### src/rtl/regfile_wb_arbiter_if.sv
// FPU result handshake into the register-file writeback arbiter.
// The FPU side drives valid/register/data; the arbiter answers with ready.
interface regfile_wb_arbiter_if;
  logic        f_valid;
  logic        f_ready;
  logic [4:0]  f_wn;
  logic [31:0] f_d;

  modport master (output f_valid, output f_wn, output f_d, input f_ready);
  modport slave  (input f_valid, input f_wn, input f_d, output f_ready);
endinterface

### src/rtl/regfile_wb_arbiter.sv
// Merges pipeline writeback (priority) and queued FPU results onto the single regfile
// write port, with a pending-register scoreboard. Optional forwarding: `define WB_BYPASS_EN.
module regfile_wb_arbiter #(
  parameter int DEPTH = 4,
  parameter int AW    = 2
) (
  input  logic                  clk,
  input  logic                  clrn,
  input  logic                  p_we,
  input  logic [4:0]            p_wn,
  input  logic [31:0]           p_d,
  regfile_wb_arbiter_if.slave   fpu,
  input  logic                  iss_en,
  input  logic [4:0]            iss_wn,
  input  logic                  flush,
  input  logic [4:0]            chk_rna,
  input  logic [4:0]            chk_rnb,
  output logic                  busy_a,
  output logic                  busy_b,
  output logic                  we,
  output logic [4:0]            wn,
  output logic [31:0]           d,
  output logic [AW:0]           count,
  output logic                  byp_hit_a,
  output logic                  byp_hit_b,
  output logic [31:0]           byp_d
);

  localparam logic [AW:0] FULL = (AW+1)'(DEPTH);

  logic [36:0]   mem [DEPTH];
  logic [AW-1:0] wr_ptr;
  logic [AW-1:0] rd_ptr;
  logic          src_fifo;
  logic [31:0]   pending;
  logic [31:0]   pending_nxt;
  logic          p_valid;
  logic          empty;
  logic          push;
  logic          pop;
  logic [36:0]   head;

  assign p_valid     = p_we && (p_wn != 5'd0);
  assign empty       = (count == '0);
  assign fpu.f_ready = (count != FULL);
  assign push        = fpu.f_valid && fpu.f_ready;
  assign pop         = !p_valid && !empty;
  // Gate the read so an empty FIFO never feeds stale or X data forward.
  assign head        = empty ? '0 : mem[rd_ptr];

  always_ff @(posedge clk) begin
    if (push && !flush) mem[wr_ptr] <= {fpu.f_wn, fpu.f_d};
  end

  // FIFO pointers and occupancy
  always_ff @(posedge clk or negedge clrn) begin
    if (!clrn) begin
      wr_ptr <= '0;
      rd_ptr <= '0;
      count  <= '0;
    end else if (flush) begin
      wr_ptr <= '0;
      rd_ptr <= '0;
      count  <= '0;
    end else begin
      if (push) wr_ptr <= wr_ptr + AW'(1);
      if (pop)  rd_ptr <= rd_ptr + AW'(1);
      case ({push, pop})
        2'b10:   count <= count + (AW+1)'(1);
        2'b01:   count <= count - (AW+1)'(1);
        default: count <= count;
      endcase
    end
  end

  // Output stage: the regfile captures wn/d one edge after we rises here
  always_ff @(posedge clk or negedge clrn) begin
    if (!clrn) begin
      we       <= 1'b0;
      wn       <= '0;
      d        <= '0;
      src_fifo <= 1'b0;
    end else if (flush) begin
      we       <= 1'b0;
      src_fifo <= 1'b0;
    end else if (p_valid) begin
      we       <= 1'b1;
      wn       <= p_wn;
      d        <= p_d;
      src_fifo <= 1'b0;
    end else if (!empty) begin
      we       <= (head[36:32] != 5'd0);
      wn       <= head[36:32];
      d        <= head[31:0];
      src_fifo <= 1'b1;
    end else begin
      we       <= 1'b0;
      src_fifo <= 1'b0;
    end
  end

  // Set is applied after clear so an issue wins over a same-edge retirement.
  always_comb begin
    pending_nxt = pending;
    if (we && src_fifo) pending_nxt[wn] = 1'b0;
    if (iss_en)         pending_nxt[iss_wn] = 1'b1;
    pending_nxt[0] = 1'b0;
  end

  always_ff @(posedge clk or negedge clrn) begin
    if (!clrn)      pending <= '0;
    else if (flush) pending <= '0;
    else            pending <= pending_nxt;
  end

  assign busy_a = pending[chk_rna];
  assign busy_b = pending[chk_rnb];

`ifdef WB_BYPASS_EN
  assign byp_hit_a = we && (wn != 5'd0) && (wn == chk_rna);
  assign byp_hit_b = we && (wn != 5'd0) && (wn == chk_rnb);
  assign byp_d     = d;
`else
  assign byp_hit_a = 1'b0;
  assign byp_hit_b = 1'b0;
  assign byp_d     = '0;
`endif

endmodule

### src/flat_wrapper.sv
// flat-port wrapper written by rule: the top's interface ports become plain ports
module regfile_wb_arbiter_flat 
#(
  parameter int DEPTH = 4,
  parameter int AW    = 2
)
  (clk, clrn, p_we, p_wn, p_d, iss_en, iss_wn, flush, chk_rna, chk_rnb, busy_a, busy_b, we, wn, d, count, byp_hit_a, byp_hit_b, byp_d, fpu_f_valid, fpu_f_wn, fpu_f_d, fpu_f_ready);
  regfile_wb_arbiter_if fpu_i ();
  input  logic clk;
  input  logic clrn;
  input  logic p_we;
  input  logic [4:0] p_wn;
  input  logic [31:0] p_d;
  input  logic iss_en;
  input  logic [4:0] iss_wn;
  input  logic flush;
  input  logic [4:0] chk_rna;
  input  logic [4:0] chk_rnb;
  output logic busy_a;
  output logic busy_b;
  output logic we;
  output logic [4:0] wn;
  output logic [31:0] d;
  output logic [AW:0] count;
  output logic byp_hit_a;
  output logic byp_hit_b;
  output logic [31:0] byp_d;
  input wire logic [$bits(fpu_i.f_valid)-1:0] fpu_f_valid;
  input wire logic [$bits(fpu_i.f_wn)-1:0] fpu_f_wn;
  input wire logic [$bits(fpu_i.f_d)-1:0] fpu_f_d;
  output wire logic [$bits(fpu_i.f_ready)-1:0] fpu_f_ready;
  assign fpu_i.f_valid = fpu_f_valid;
  assign fpu_i.f_wn = fpu_f_wn;
  assign fpu_i.f_d = fpu_f_d;
  assign fpu_f_ready = fpu_i.f_ready;
  regfile_wb_arbiter #(.DEPTH(DEPTH), .AW(AW)) u_core (.clk(clk), .clrn(clrn), .p_we(p_we), .p_wn(p_wn), .p_d(p_d), .fpu(fpu_i), .iss_en(iss_en), .iss_wn(iss_wn), .flush(flush), .chk_rna(chk_rna), .chk_rnb(chk_rnb), .busy_a(busy_a), .busy_b(busy_b), .we(we), .wn(wn), .d(d), .count(count), .byp_hit_a(byp_hit_a), .byp_hit_b(byp_hit_b), .byp_d(byp_d));
endmodule
### config.mk
export PLATFORM = sky130hd
export DESIGN_NAME = regfile_wb_arbiter_flat
export DESIGN_NICKNAME = d
export VERILOG_FILES = /design/src/rtl/regfile_wb_arbiter_if.sv /design/src/rtl/regfile_wb_arbiter.sv /design/src/flat_wrapper.sv
export SDC_FILE = /design/constraint.sdc
export NUM_CORES = 1
export LEC_CHECK = 0
export CORE_AREA = 2 2 171 173
export DETAILED_ROUTE_END_ITERATION = 16
export DIE_AREA = 0 0 173 175
export PLACE_DENSITY = 0.63
export SYNTH_ARGS = -nofsm -noshare
export SYNTH_HDL_FRONTEND = slang
export SYNTH_SLANG_ARGS = --single-unit
### constraint.sdc
create_clock -name clk -period 5.9 [get_ports clk]
set_input_delay 1.77 -clock clk [delete_from_list [all_inputs] [get_ports clk]]
set_output_delay 1.77 -clock clk [all_outputs]
set_load 0.005 [all_outputs]
# After elaboration in Yosys (flattened, before gate mapping)
# Memory sizes are Yosys's and may differ from the RTL's.
# Cells that the tools add are included.
dict set report classes {
  n_addsub 4
  n_lt_le_gt_ge 6
  eq_ne 4
  mux 30
  bitwise 4
  reduce_logical 17
}
# cell n
set op_table {}
lappend op_table {{$mux W32} 5}
lappend op_table {{$mux W37} 1}
lappend op_table {{$and A32 B32 Y32} 1}
lappend op_table {{$not A32 Y32} 1}
lappend op_table {{$or A32 B32 Y32} 1}
lappend op_table {{$lt A5 B6 Y1 const B} 4}
lappend op_table {{$mux W1} 12}
lappend op_table {{$bmux W1 S5} 2}
lappend op_table {{$demux W1 S5} 2}
lappend op_table {{$ge A5 B1 Y1 const B} 2}
lappend op_table {{$mux W5} 2}
lappend op_table {{$reduce_bool A5 Y1} 2}
lappend op_table {{$mux W2} 4}
lappend op_table {{$logic_and A1 B1 Y1} 7}
lappend op_table {{$pmux W3 S2} 1}
lappend op_table {{$add A2 B1 Y2 const B} 2}
lappend op_table {{$reduce_bool A2 Y1} 2}
lappend op_table {{$add A3 B1 Y3 const B} 1}
lappend op_table {{$logic_not A1 Y1} 3}
lappend op_table {{$logic_not A3 Y1} 1}
lappend op_table {{$mux W3} 1}
lappend op_table {{$ne A3 B3 Y1 const B} 1}
lappend op_table {{$reduce_bool A3 Y1} 1}
lappend op_table {{$sub A3 B1 Y3 const B} 1}
lappend op_table {{5 further kinds} 5}
dict set report word_totals {
  regBits 78
  ramBits 148
  output_inout_bits 78
  word_cells 74
  n_memories 1
}
# memory depth word_bits read_ports rd_ports_with_merged_regs wr line
set mem_list {}
lappend mem_list {u_core.mem 4 37 1 0 1 regfile_wb_arbiter.sv:31} ;# logic [36:0] mem [DEPTH];

# Longest topological paths before layout
dict set report logic_depth {
  depth_word 10
  depth_mapped 8
}

# Least setup slack after synthesis
# Ideal clock, no wire load.
dict set report synth_timing {
  path_type {in2out}
  startpoint {input chk_rna[1]}
  endpoint {output busy_a}
  arrival_time_ns 3.243
  required_ns 4.130
  path_slack_ns 0.887
  cell_stages 6
  path_buffers 1
  cell_sequence {clkbuf_1 mux2_2 nand2_1 o21ai_0 mux4_2 mux2_2}
}
dict set report synth_between {
  elab_chain_len 2
}
# item line
set synth_lines {}
lappend synth_lines {{start: declaration} flat_wrapper.sv:17} ;# input logic [4:0] chk_rna;
lappend synth_lines {{$bmux W1 S5} regfile_wb_arbiter.sv:116} ;# assign busy_a = pending[chk_rna];
lappend synth_lines {{$mux W1 (implied by the code)} regfile_wb_arbiter.sv:116}
lappend synth_lines {{end: declaration} flat_wrapper.sv:19} ;# output logic busy_a;
# No other way between the ends. The select of a mux whose other input is x is not followed.

# Worst setup path after layout
dict set report layout_timing {
  startpoint {input chk_rna[0]}
  endpoint {output busy_a}
}
# The elaborated chain is that of the path after synthesis.

==> impl_summary.md <==
Run status
The flow ran to the end, and the final reports show no timing, DRC or antenna violations.

Pwr
The worst-case IR drop observed on VDD is 0.000231 V. The power density over the cells is ~380 mW/mm^2. For this design the static power due to leakage is 4.33 nW.

Global route
The number of antenna violations at the first check in global routing is 4. Global routing consumed, on the met1 layer, roughly a fifth of the routing resources. The residual overflow from global routing is 0. The total global-route track usage is 15.8%. The most crowded layer after global routing is met2. The via count of the first global-routing pass is approximately 6500. The wire length of the first global-routing pass is ~37000 microns. For met2 alone, demand over resource in global routing was about a quarter.

The met3 global-route usage is 4.24%. Entering global routing, the biggest net connects 76 pins.

Setup path
The category of the most critical setup path is in -> out. The endpoint required time on the critical path is between 4 and 5 ns. STA puts the critical path data arrival time at 3.99 ns. The depth of the most critical reg-to-reg path is 5. The maximum fanout along the worst path is 4. The type of destination of the critical path is an output pin.

In this run the critical register-to-register path is launched from u_core.rd_ptr[0]. The worst register-to-register path ends at u_core.d[26]. The sort of element at the start of the critical path is a primary input. In this run the register-to-register setup slack is 3.41 ns.

Drt
Using the TritonRoute via totals, the vias-per-cell ratio works out to 5.07. In the routed design, unresolved DRC markers number 0. The via count of the routed design is 6256. The initial DRC count is 485. For this run, the detailed router's first-pass iteration total came to 5.

The number of nets with antenna violations after detailed routing is 0. The final wirelength is 23900 microns. The average wire per standard cell is 19.4 microns.

STA
On the final layout, the worst hold slack is roughly 0.5 ns. For the final routed database, the setup TNS stands at 0 ns. The final number of hold-violating endpoints is 0. The minimum period implied by the final worst setup slack is slightly below 6 ns. Derived from the worst setup path, the maximum achievable clock frequency is 0.174 GHz. The number of endpoints failing setup at the final stage is 0.

The transition time at the pin with the least slew margin is 1.21 ns. The worst max-slew margin expressed relative to the limit is a little under a fifth. The final clock period utilization by the worst path is a little over nine tenths. The setup clock skew after layout is 0.0233 ns. Setup repair after global routing left no endpoint under its margin.

The final number of max-transition violations is 0.

Run
Across the run, the number of max-cap violations was 0.

Synthesis
The synthesized design devotes to its leading area cell type 45.1% of total area. The biggest area contributor in the post-synthesis netlist is sky130_fd_sc_hd__edfxtp_1. The async set-or-reset flop fraction in the synthesized netlist is 34.2%. Synthesis inferred roughly 230 register bits. By area the synthesized netlist is led by sky130_fd_sc_hd__edfxtp_1, sky130_fd_sc_hd__dfrtp_1, sky130_fd_sc_hd__mux4_2.

The primary flip-flop cell chosen by synthesis mapping is sky130_fd_sc_hd__edfxtp_1. The mean area per synthesized cell is 14.3 sq um. The synthesized netlist occupies a cell area of around 0.01 sq mm. The netlist uses 40 different library cells. Yosys mapped a number of flops with a built-in enable equal to roughly 150. After synthesis, flip-flops and latches occupy about 65% of the total area. The Yosys warning count is 0. The post-synthesis instance total is 690.

Floorplan
Row generation in the floorplan step produced slightly above 60 rows. The die is 175 microns tall. The die footprint is 0.0303 sq mm. The width of the die is 173 microns. In this run the count of I/O pins placed on the die edge is 173. For this configuration, the core starts out at a cell density of 34.7%.

In this run the standard cell core region covers 0.0284 sq mm.

Clock tree
The clock reaches the later pin of the worst-skew pair after 0.52 ns. The number of clock buffers added by TritonCTS is 25. TritonCTS built the clock tree. The clock drives 225 sinks. CTS built an H-tree with a depth of 1.

In this run the deepest clock path goes through 3 buffers. The count of buffers added by post-CTS timing repair for setup is 0. The root buffer cell is sky130_fd_sc_hd__clkbuf_16. The clock slew at the register clock pins of the worst setup and hold paths is 0.06 ns.

Final layout
Cells fill 43.7% of the core in the end. At the end of the flow, the number of nets in the layout was 928. The total area of sequential cells is 0.00637 sq mm. The post-route netlist has 15.1% of its cells at a drive strength greater than 1.

The synthesis-to-layout area growth is 25.9%. The layout has 2600 filler cells. The combined area of the multi-input logic cells is 0.00316 sq mm.

Worst hold path
The worst hold path begins at u_core.d[14]. Counting instances, the worst hold path has a depth of 1. The path category of the worst min-delay check is reg -> reg. The end point of the most critical hold path is u_core.d[14].

Placement
The post-detailed-placement half-perimeter wirelength is 15000 microns. The total of buffers placed on input and output ports is between 100 and 150. The routability congestion estimate from global placement is 0.879.
## state kept, by name, indices dropped and copies added (netlist names)
signal	flops
u_core.pending	31
u_core.we	1
u_core.mem	148
u_core.d	32
u_core.wr_ptr	2
u_core.src_fifo	1
u_core.count	3
u_core.rd_ptr	2
u_core.wn	5
## through the flow
step / std cells / area (sq um) / power, mW / setup slack, ns
after floorplan: 723 / 9980 / 2.67 / 0.887
after global placement: 1183 / 11500 / 3.20 / 0.00550
after detailed placement: 1183 / 11500 / 3.22 / 0.0157
after CTS: 1230 / 12400 / 4.79 / 0.00931
after global routing: 1231 / 12400 / 4.97 / 0.0756
final: 1233 / 12400 / 4.72 / 0.138
## worst max path at each step
stage / start / endpoint / slack (ns) / cells after the start
global route: chk_rna[0] / busy_a / 0.08 / 6
detailed placement: chk_rna[0] / busy_a / 0.02 / 6
CTS: chk_rnb[0] / busy_b / 0.009 / 6
global placement: chk_rna[0] / busy_a / 0.005 / 6
finish: chk_rna[0] / busy_a / 0.14 / 6
floorplan: chk_rna[1] / busy_a / 0.89 / 6
## what timing repair did
| item | in CTS | in global routing |
|---|---|---|
| gates cloned | 1 | 1 |
| hold buffers | 0 | 0 |
| resized for setup | 1 | 1 |
| endpoints found under the setup margin | 1 | 1 |
## kinds of logic after synthesis
logic type / after synthesis / share of synthesized area (%)
AO/OA/AOI/OAI: 115 / 7.20
XOR/XNOR: 3 / 0.267
adder cells (fa/ha/maj): 5 / 0.711
buffers and inverters: 78 / 4.81
flip-flops: 225 / 64.7
multiplexers: 61 / 13.2
other: 1 / 0.0381
AND/OR/NAND/NOR: 202 / 9.08
## worst max-delay path, cell delays in order
cell	delay, ns
sky130_fd_sc_hd__dlygate4sd2_1	0.29
sky130_fd_sc_hd__bufbuf_16	0.29
sky130_fd_sc_hd__mux4_2	0.48
sky130_fd_sc_hd__mux4_2	0.46
sky130_fd_sc_hd__mux2_2	0.27
sky130_fd_sc_hd__clkdlybuf4s50_1	0.44
## placed cells by master (no fill, tap or decap), types with 3 or more instances in the layout
cell,n
sky130_fd_sc_hd__a21oi_1,42
sky130_fd_sc_hd__and2_2,4
sky130_fd_sc_hd__and3_1,3
sky130_fd_sc_hd__buf_4,11
sky130_fd_sc_hd__clkbuf_1,3
sky130_fd_sc_hd__clkbuf_16,26
sky130_fd_sc_hd__clkbuf_8,3
sky130_fd_sc_hd__clkdlybuf4s50_1,134
sky130_fd_sc_hd__clkinv_2,7
sky130_fd_sc_hd__conb_1,34
sky130_fd_sc_hd__dfrtp_1,75
sky130_fd_sc_hd__edfxtp_1,148
sky130_fd_sc_hd__ha_1,4
sky130_fd_sc_hd__inv_1,4
sky130_fd_sc_hd__inv_6,4
sky130_fd_sc_hd__mux2_2,4
sky130_fd_sc_hd__mux4_2,55
sky130_fd_sc_hd__nand2_1,51
sky130_fd_sc_hd__nand3_1,4
sky130_fd_sc_hd__nor2_1,85
sky130_fd_sc_hd__nor3_1,34
sky130_fd_sc_hd__nor3b_1,5
sky130_fd_sc_hd__o21ai_0,35
sky130_fd_sc_hd__o22a_1,32
sky130_fd_sc_hd__or3_1,4
## routing by layer
layer / share of wire (%) / vias to the layer above
met5: 0.046 / -
met4: 1.4 / 2
met3: 7.9 / 36
met2: 48 / 259
met1: 43 / 3144
li1: - / 2815
## cell usage after synthesis (2+ instances only)
library cell	instances
sky130_fd_sc_hd__edfxtp_1	148
sky130_fd_sc_hd__nor2_1	85
sky130_fd_sc_hd__dfrtp_1	77
sky130_fd_sc_hd__mux4_2	55
sky130_fd_sc_hd__nand2_1	51
sky130_fd_sc_hd__a21oi_1	42
sky130_fd_sc_hd__buf_4	37
sky130_fd_sc_hd__nor3_1	35
sky130_fd_sc_hd__o21ai_0	35
sky130_fd_sc_hd__o22a_1	32
sky130_fd_sc_hd__clkbuf_1	19
sky130_fd_sc_hd__buf_2	10
sky130_fd_sc_hd__nor3b_1	5
sky130_fd_sc_hd__and2_1	4
sky130_fd_sc_hd__buf_1	4
sky130_fd_sc_hd__buf_6	4
sky130_fd_sc_hd__ha_1	4
sky130_fd_sc_hd__inv_1	4
sky130_fd_sc_hd__mux2_2	4
sky130_fd_sc_hd__nand3_1	4
sky130_fd_sc_hd__or3_1	4
sky130_fd_sc_hd__and3_1	3
sky130_fd_sc_hd__and3b_1	2
sky130_fd_sc_hd__nand3b_1	2
sky130_fd_sc_hd__nand4_1	2
sky130_fd_sc_hd__nor2b_1	2
sky130_fd_sc_hd__o21a_1	2
sky130_fd_sc_hd__xor2_1	2
## power breakdown
group | switching (mW) | internal (mW) | leakage [nW]
logic | 0.525 | 0.604 | 1.63
registers | 0.161 | 1.89 | 2.30
clock network | 0.631 | 0.912 | 0.411
## layout make-up
cell class	count	share of cell area [%]
inverter	4	0.121
clock inverter	15	1.18
clock buffer	31	5.46
antenna	2	0.0403
sequential	225	51.4
multi-input combinational	420	25.5
tap	384	3.87
timing repair buffer	152	12.5
Note: power is estimated with default switching activity, not from simulation.
